File: src/rtl/snn_step_scheduler.sv
// snn_step_scheduler
//   Paces a spiking network one time-step at a time. A programmable divider
//   produces a tick every div_value+1 cycles. On each tick, if spike data is
//   ready, the scheduler latches the input spike vector and pulses step_start.
//   It then waits for step_done from the network, guarded by a watchdog.
//   Ticks that arrive while a step is still running are dropped and flagged.
//
// Ports
//   clk, reset_n         system clock, asynchronous active-low reset
//   clk_div_ready        SPI-side level: div_value valid (asynchronous)
//   input_spike_ready    SPI-side level: input_spikes valid (asynchronous)
//   div_value[7:0]       time-step period minus one, in clk cycles
//   input_spikes[7:0]    spike vector to launch with the next step
//   step_done            network pulse: current step evaluated
//   clear_err            clears the sticky error flags
//   step_start           one-cycle pulse: network begins a step
//   spikes_out[7:0]      spike vector latched for the current step
//   busy                 a step is being launched or is running
//   step_count[15:0]     completed steps, wraps
//   overrun              sticky: tick dropped because a step was in progress
//   timeout_err          sticky: step aborted by the watchdog
//
// state  | meaning
// IDLE   | divider not ready, waiting for rdy_s
// ARMED  | waiting for a tick with spike data ready
// LAUNCH | one cycle: step_start high, spikes_out just latched
// RUN    | waiting for step_done, watchdog running
module snn_step_scheduler #(
    parameter int STEP_TIMEOUT = 255
) (
    input  logic        clk,
    input  logic        reset_n,
    input  logic        clk_div_ready,
    input  logic        input_spike_ready,
    input  logic [7:0]  div_value,
    input  logic [7:0]  input_spikes,
    input  logic        step_done,
    input  logic        clear_err,
    output logic        step_start,
    output logic [7:0]  spikes_out,
    output logic        busy,
    output logic [15:0] step_count,
    output logic        overrun,
    output logic        timeout_err
);

    // The watchdog starts at 0 in LAUNCH, so the last RUN cycle before the
    // abort is the one where it reads STEP_TIMEOUT-1.
    localparam int WD_W = (STEP_TIMEOUT < 2) ? 1 : $clog2(STEP_TIMEOUT);
    localparam logic [WD_W-1:0] WD_LAST = WD_W'(STEP_TIMEOUT - 1);

    typedef enum logic [1:0] {IDLE, ARMED, LAUNCH, RUN} state_t;

    logic            rdy_m, rdy_s, spk_m, spk_s;
    logic [7:0]      tick_cnt;
    logic            tick;
    state_t          state;
    logic [WD_W-1:0] wd_cnt;
    logic            step_active;
    logic            wd_expired;
    logic            set_timeout;

    always_ff @(posedge clk or negedge reset_n) begin
        if (!reset_n) begin
            rdy_m <= 1'b0;
            rdy_s <= 1'b0;
            spk_m <= 1'b0;
            spk_s <= 1'b0;
        end else begin
            rdy_m <= clk_div_ready;
            rdy_s <= rdy_m;
            spk_m <= input_spike_ready;
            spk_s <= spk_m;
        end
    end

    assign tick = rdy_s && (tick_cnt == div_value);

    always_ff @(posedge clk or negedge reset_n) begin
        if (!reset_n) begin
            tick_cnt <= '0;
        end else if (!rdy_s || tick) begin
            tick_cnt <= '0;
        end else begin
            tick_cnt <= tick_cnt + 8'd1;
        end
    end

    assign step_active = (state == LAUNCH) || (state == RUN);
    assign wd_expired  = (state == RUN) && (wd_cnt >= WD_LAST);
    // step_done in the expiry cycle still completes the step.
    assign set_timeout = rdy_s && wd_expired && !step_done;

    always_ff @(posedge clk or negedge reset_n) begin
        if (!reset_n) begin
            state       <= IDLE;
            wd_cnt      <= '0;
            step_start  <= 1'b0;
            spikes_out  <= 8'h00;
            busy        <= 1'b0;
            step_count  <= 16'h0000;
            overrun     <= 1'b0;
            timeout_err <= 1'b0;
        end else begin
            // Setting a flag takes priority over clearing it.
            overrun     <= (overrun && !clear_err) || (tick && step_active);
            timeout_err <= (timeout_err && !clear_err) || set_timeout;
            step_start  <= 1'b0;

            if (!rdy_s) begin
                // Divider went away: abandon any step, keep spikes_out.
                state  <= IDLE;
                busy   <= 1'b0;
                wd_cnt <= '0;
            end else begin
                case (state)
                    IDLE: begin
                        state <= ARMED;
                    end
                    ARMED: begin
                        if (tick && spk_s) begin
                            state      <= LAUNCH;
                            step_start <= 1'b1;
                            spikes_out <= input_spikes;
                            busy       <= 1'b1;
                            wd_cnt     <= '0;
                        end
                    end
                    LAUNCH: begin
                        state  <= RUN;
                        wd_cnt <= wd_cnt + 1'b1;
                    end
                    RUN: begin
                        if (step_done) begin
                            state      <= ARMED;
                            busy       <= 1'b0;
                            step_count <= step_count + 16'd1;
                        end else if (wd_expired) begin
                            state <= ARMED;
                            busy  <= 1'b0;
                        end else begin
                            wd_cnt <= wd_cnt + 1'b1;
                        end
                    end
                    default: begin
                        state <= IDLE;
                    end
                endcase
            end
        end
    end

endmodule

File: config.mk
export PLATFORM = sky130hd
export DESIGN_NAME = snn_step_scheduler
export DESIGN_NICKNAME = d
export VERILOG_FILES = /design/src/rtl/snn_step_scheduler.sv
export SDC_FILE = /design/constraint.sdc
export NUM_CORES = 1
export LEC_CHECK = 0
export BUFFER_PORTS_ARGS = -buffer_cell sky130_fd_sc_hd__buf_4
export CORE_AREA = 2 2 65 82
export DETAILED_ROUTE_END_ITERATION = 8
export DIE_AREA = 0 0 67 84
export GPL_ROUTABILITY_DRIVEN = 0
export PLACE_DENSITY = 0.73
export SLEW_MARGIN = 20
export SYNTH_ARGS = -nofsm -noshare
export SYNTH_HDL_FRONTEND = slang
export SYNTH_SLANG_ARGS = --single-unit
File: constraint.sdc
create_clock -name clk -period 2.4 [get_ports clk]
set_clock_uncertainty 0.1 [all_clocks]
set_input_delay 0.24 -clock clk [delete_from_list [all_inputs] [get_ports clk]]
set_output_delay 0.24 -clock clk [all_outputs]
set_load 0.01 [all_outputs]
Yosys cells after proc, flatten, opt, wreduce, memory -nomap -nowiden

Index checks and enable logic that the tools add are counted.

Bits in registers: 50
Output and inout bits: 28
Bits of input ports: 22

Multiplexer cells: 19
Equal/unequal tests: 10
Add/subtract/negate cells: 3
Reduce and logical (&&, ||, !) cells: 21
$lt $le $gt $ge: 1

Operators with widths:

| kind                  | count |
|---|---|
| $mux 8                | 5 |
| $pmux 8 s3            | 1 |
| $add 16x1->16 const B | 1 |
| $add 8x1->8 const B   | 2 |
| $ne 3x3->1 const B    | 3 |
| $reduce_and 3->1      | 3 |
| $eq 8x8->1            | 1 |
| $ge 8x8->1 const B    | 1 |
| $logic_and 1x1->1     | 8 |
| $mux 2                | 4 |
| $pmux 2 s4            | 1 |
| $mux 1                | 7 |
| $eq 2x2->1 const B    | 2 |
| $logic_or 1x1->1      | 4 |
| $ne 4x1->1 const B    | 1 |
| $ne 4x4->1 const B    | 1 |
| $reduce_and 4->1      | 1 |
| $logic_not 1->1       | 3 |
| $ne 3x1->1 const B    | 1 |
| $eq 2x1->1 const B    | 1 |
| $logic_not 2->1       | 1 |
| $pmux 1 s2            | 1 |
| $reduce_and 2->1      | 1 |

Logic depth before layout (Yosys ltp)

Depth after elaboration: 6
Gate-level depth with buffers: 8

Worst setup path before layout

No wires, ideal clock.

Path type: reg-to-reg
Start: register wd_cnt[0]
End: register wd_cnt[3]
Stages on the path, launching flop included: 8
Library setup time: 0.095 ns
Arrival: 1.855 ns
Setup slack: 0.350 ns
Required time: 2.205 ns
Clock period less this slack: 2.050 ns
Path through: dfrtp_1 > inv_1 > ha_1 > o211a_1 > and3_1 > or4_1 > buf_2 > o31ai_1

Cells in the longest elaborated chain, start to end: 5

RTL lines:

| element                | line     | RTL |
|---|---|---|
| start, declared        | 58       | `logic [WD_W-1:0] wd_cnt;` |
| start signal, assigned | 131      | `wd_cnt <= wd_cnt + 1'b1;` |
| start signal, assigned | 142      | `wd_cnt <= wd_cnt + 1'b1;` |
| $add 8x1->8            | 131, 142 |  |
| $mux 8                 | 138      | `end else if (wd_expired) begin` |
| $mux 8                 | 134      | `if (step_done) begin` |
| $pmux 8 s3             | 116      | `case (state)` |
| $mux 8                 | 110      | `if (!rdy_s) begin` |

Parallel ways exist; a longest one is shown, timed or not. The select of a mux whose other input is x is not followed.
A chain may end at the register's enable or synchronous reset.

Final worst setup path

Start: register state[0]
End: register step_count[13]

Cells in the longest elaborated chain, start to end: 2

RTL lines:

| element                           | line | RTL |
|---|---|---|
| start, declared                   | 57   | `state_t state;` |
| start signal, assigned            | 96   | `state <= IDLE;` |
| start signal, assigned            | 112  | `state <= IDLE;` |
| start signal, assigned            | 118  | `state <= ARMED;` |
| $eq 2x2->1                        | 116  |  |
| $reduce_and 3->1 (no source line) | n/a  |  |
| end signal, assigned              | 137  | `step_count <= step_count + 16'd1;` |
| end, declared                     | 42   | `output logic [15:0] step_count,` |

Every way passes these cells.

==> impl_metrics.ini <==
[grt]
grt-ovfl-total = 0
grt_max_degree = 51
grt_pass1_vias = 1653
grt_use_total = 0.175
antenna_found_initial = 0
grt_pass1_wl_um = 7600

[setup_path]
slowest_stage = dfrtp_1
startpoint_type = flop
cp-end-kind = flop
cpLargestDelayFamily = simple AND/OR/NAND/NOR gates
cp_max_fo = 8
critPathKind = reg2reg
worstPathRequired_ns = 2.50
critPathMaxStageDelay_ns = 0.45
path_buf_inv = 0
path_cells = ha_1 -> and3_1 -> nand4_1 -> nor3_1 -> nand3_1 -> xnor2_1
cp.arrival_ns = 2.30

[synth]
synthSimpleGateAreaFrac = 0.159
ys_seq_elements = 50
syn_inst = 213
synth_area_mm2 = 0.00237
synth_cell_types = 32
synth-async-reset-ratio = 1.00
synth_xor_area_frac = 0.107
synth_fa_ha_area_frac = 0.0422
synth_edf_count = 0
synth_area_per_cell_um2 = 11.1
synth-compound-area-share = 0.0892
yosys_warnings = 0
yosysSeqAreaShare = 0.528
synth_top_family_by_area = simple AND/OR/NAND/NOR gates
synth_nets = 243
synthMuxAreaShare = 0.0523
ys.flop_type = dfrtp_1

[hold_path]
hp-class = in2reg

[finish]
final_cell_area_mm2 = 0.00296
syn2layout_area_growth_pct = 25.0
drive_above_1_share = 0.279
nets = 301
diodes = 0

[floorplan]
core_area_mm2 = 0.00493
rows = 29
die_w_um = 67
die_y_um = 84
pin_count = 50
initial_core_util = 0.480
die-area_mm2 = 0.00563

[clock_network]
cts_tree = built
cts_buffers = 5
cts.sinks = 50
clock_path_buffers = 2
clock_latency_ns = 0.31
clk_pin_slew_worst_paths_ns = 0.09
cts_setup_buffers = 0
clk_root_buffer_cell = clkbuf_8
cts_max_level = 2

[route]
postRouteAntennaNets = 0
dr_total_vias = 1764
wl_per_cell_um = 13.4
first_pass_iters = 4
drtIter0Drc = 73
routed_wl_um = 4470
via_per_inst = 5.28
drc = 0

[timing]
worst_slack_ns = 0.205
hold-worst-slack_ns = 0.0245
fin_crit_ns = 2.19
max_clock_freq_ghz = 0.456
finalHoldViolCount = 0
relSlewSlack = 0.590
finalSetupViolCount = 0
tns_ns = 0
finalCritPeriodShare = 0.914
rsz0062_at_grt = false
slew_violations = 0
tightest_slew_ns = 0.616

[power]
vdd_drop_max_v = 0.000392
power.leakage_nw = 1.49
p_per_area_mw_per_mm2 = 618

[placement]
dp_hpwl_um = 3190
pre_cts_ws_ns = 0.211
io_buffers = 49
dpl_cell_area_mm2 = 0.00283

[flow_run]
maxCapViolCount = 0

[status]
status = completed
-- cell usage in the layout, fill, tap and decap left out, drive strengths merged --
cell type and count:
mux2 11, ha 8, inv 8, xnor2 14, nand3 16, a31oi 3
o31ai 12, buf 54, dlygate4sd3 3, o41ai 1, nand2b 1, and4 2
nand3b 2, a21oi 3, and3 9, a22o 2, xor2 15, o21ai 6
and2 1, dfrtp 50, nand2 9, clkinvlp 1, or4 1, o211a 1
nor2 18, nand4 5, o22ai 2, nor4 2, nor3 2, clkbuf 6
o31a 1, nor2b 3
-- area by class of cell --
| type | instances | area (µm²) |
|---|---|---|
| Sequential cell | 50 | 1250 |
| Clock buffer | 6 | 82.6 |
| Inverter | 7 | 26.3 |
| Clock inverter | 2 | 16.3 |
| Multi-Input combinational cell | 150 | 1070 |
| Tap cell | 62 | 77.6 |
| Timing Repair Buffer | 57 | 435 |
| Fill cell | 465 | 1970 |
-- repair_timing --
| action | 4_1_cts | 5_1_grt |
|---|---|---|
| gates resized for setup | 0 | 1 |
| hold buffers | 3 | 0 |
| endpoints found under the setup margin | 0 | 4 |
| hold endpoints to repair | 52 | 0 |
-- registers in the layout (all words and copies together), names as in the netlist --
| name | cells |
|---|---|
| timeout_err | 1 |
| rdy_s | 1 |
| rdy_m | 1 |
| tick_cnt | 8 |
| spk_m | 1 |
| wd_cnt | 8 |
| state | 2 |
| overrun | 1 |
| spikes_out | 8 |
| step_start | 1 |
| busy | 1 |
| spk_s | 1 |
| step_count | 16 |
-- Yosys cell counts (3+ instances only) --
cell	number	share of area
nor2_1	17	0.027
o21ai_0	5	0.011
nand3_1	16	0.034
nand4_1	5	0.013
nor2b_1	3	0.0079
o31ai_1	12	0.038
nand2_1	9	0.014
inv_1	7	0.011
a31oi_1	3	0.0079
clkbuf_1	4	0.0063
xor2_1	15	0.055
ha_1	8	0.042
xnor2_1	14	0.052
a21oi_1	3	0.0063
dfrtp_1	50	0.53
mux2_2	11	0.052
and3_1	9	0.024
-- per-layer routing --
metal / routed length, µm / GRT usage
met1: 2010 / 0.226
met2: 2260 / 0.284
met3: 124 / 0.0364
met4: 78 / 0.0612
met5: 0 / 0
-- power breakdown --
| group | total (mW) | leakage, nW | switching [mW] | internal, mW |
|---|---|---|---|---|
| Clock | 0.522 | 0.0478 | 0.284 | 0.238 |
| Combinational | 0.372 | 0.768 | 0.195 | 0.177 |
| Sequential | 0.938 | 0.677 | 0.0514 | 0.887 |
-- metrics by stage --
step	std cells	total power, mW	util
after CTS	334	1.86	0.599
after global routing	334	1.94	0.600
final	334	1.83	0.600
after floorplan	213	1.18	-
after global placement	323	1.32	0.573
after detailed placement	323	1.32	0.573
-- cell families after synthesis --
| family | Yosys count |
|---|---|
| and+or+nand+nor | 71 |
| DFF | 50 |
| AOI/OAI and AO/OA | 31 |
| xor gates and xnor gates | 29 |
| buffers and inverters | 13 |
| muxes | 11 |
| adders and majority gates | 8 |
-- path summary, 6_finish.rpt --
check / from / to / slack (ns) / cells after the start
setup / recovery: state[0]$_DFFE_PN0P_ / step_count[13]$_DFFE_PN0P_ / 0.21 / 6
hold / removal: clear_err / timeout_err$_DFF_PN0_ / 0.02 / 2
setup reg to reg: state[0]$_DFFE_PN0P_ / step_count[13]$_DFFE_PN0P_ / 0.21 / 6
hold reg to reg: rdy_m$_DFF_PN0_ / rdy_s$_DFF_PN0_ / 0.26 / 0
max in group asynchronous: reset_n / step_count[9]$_DFFE_PN0P_ / 1.40 / 2
min in group asynchronous: reset_n / wd_cnt[6]$_DFFE_PN0P_ / 0.38 / 2
(Power assumes the default switching activity.)
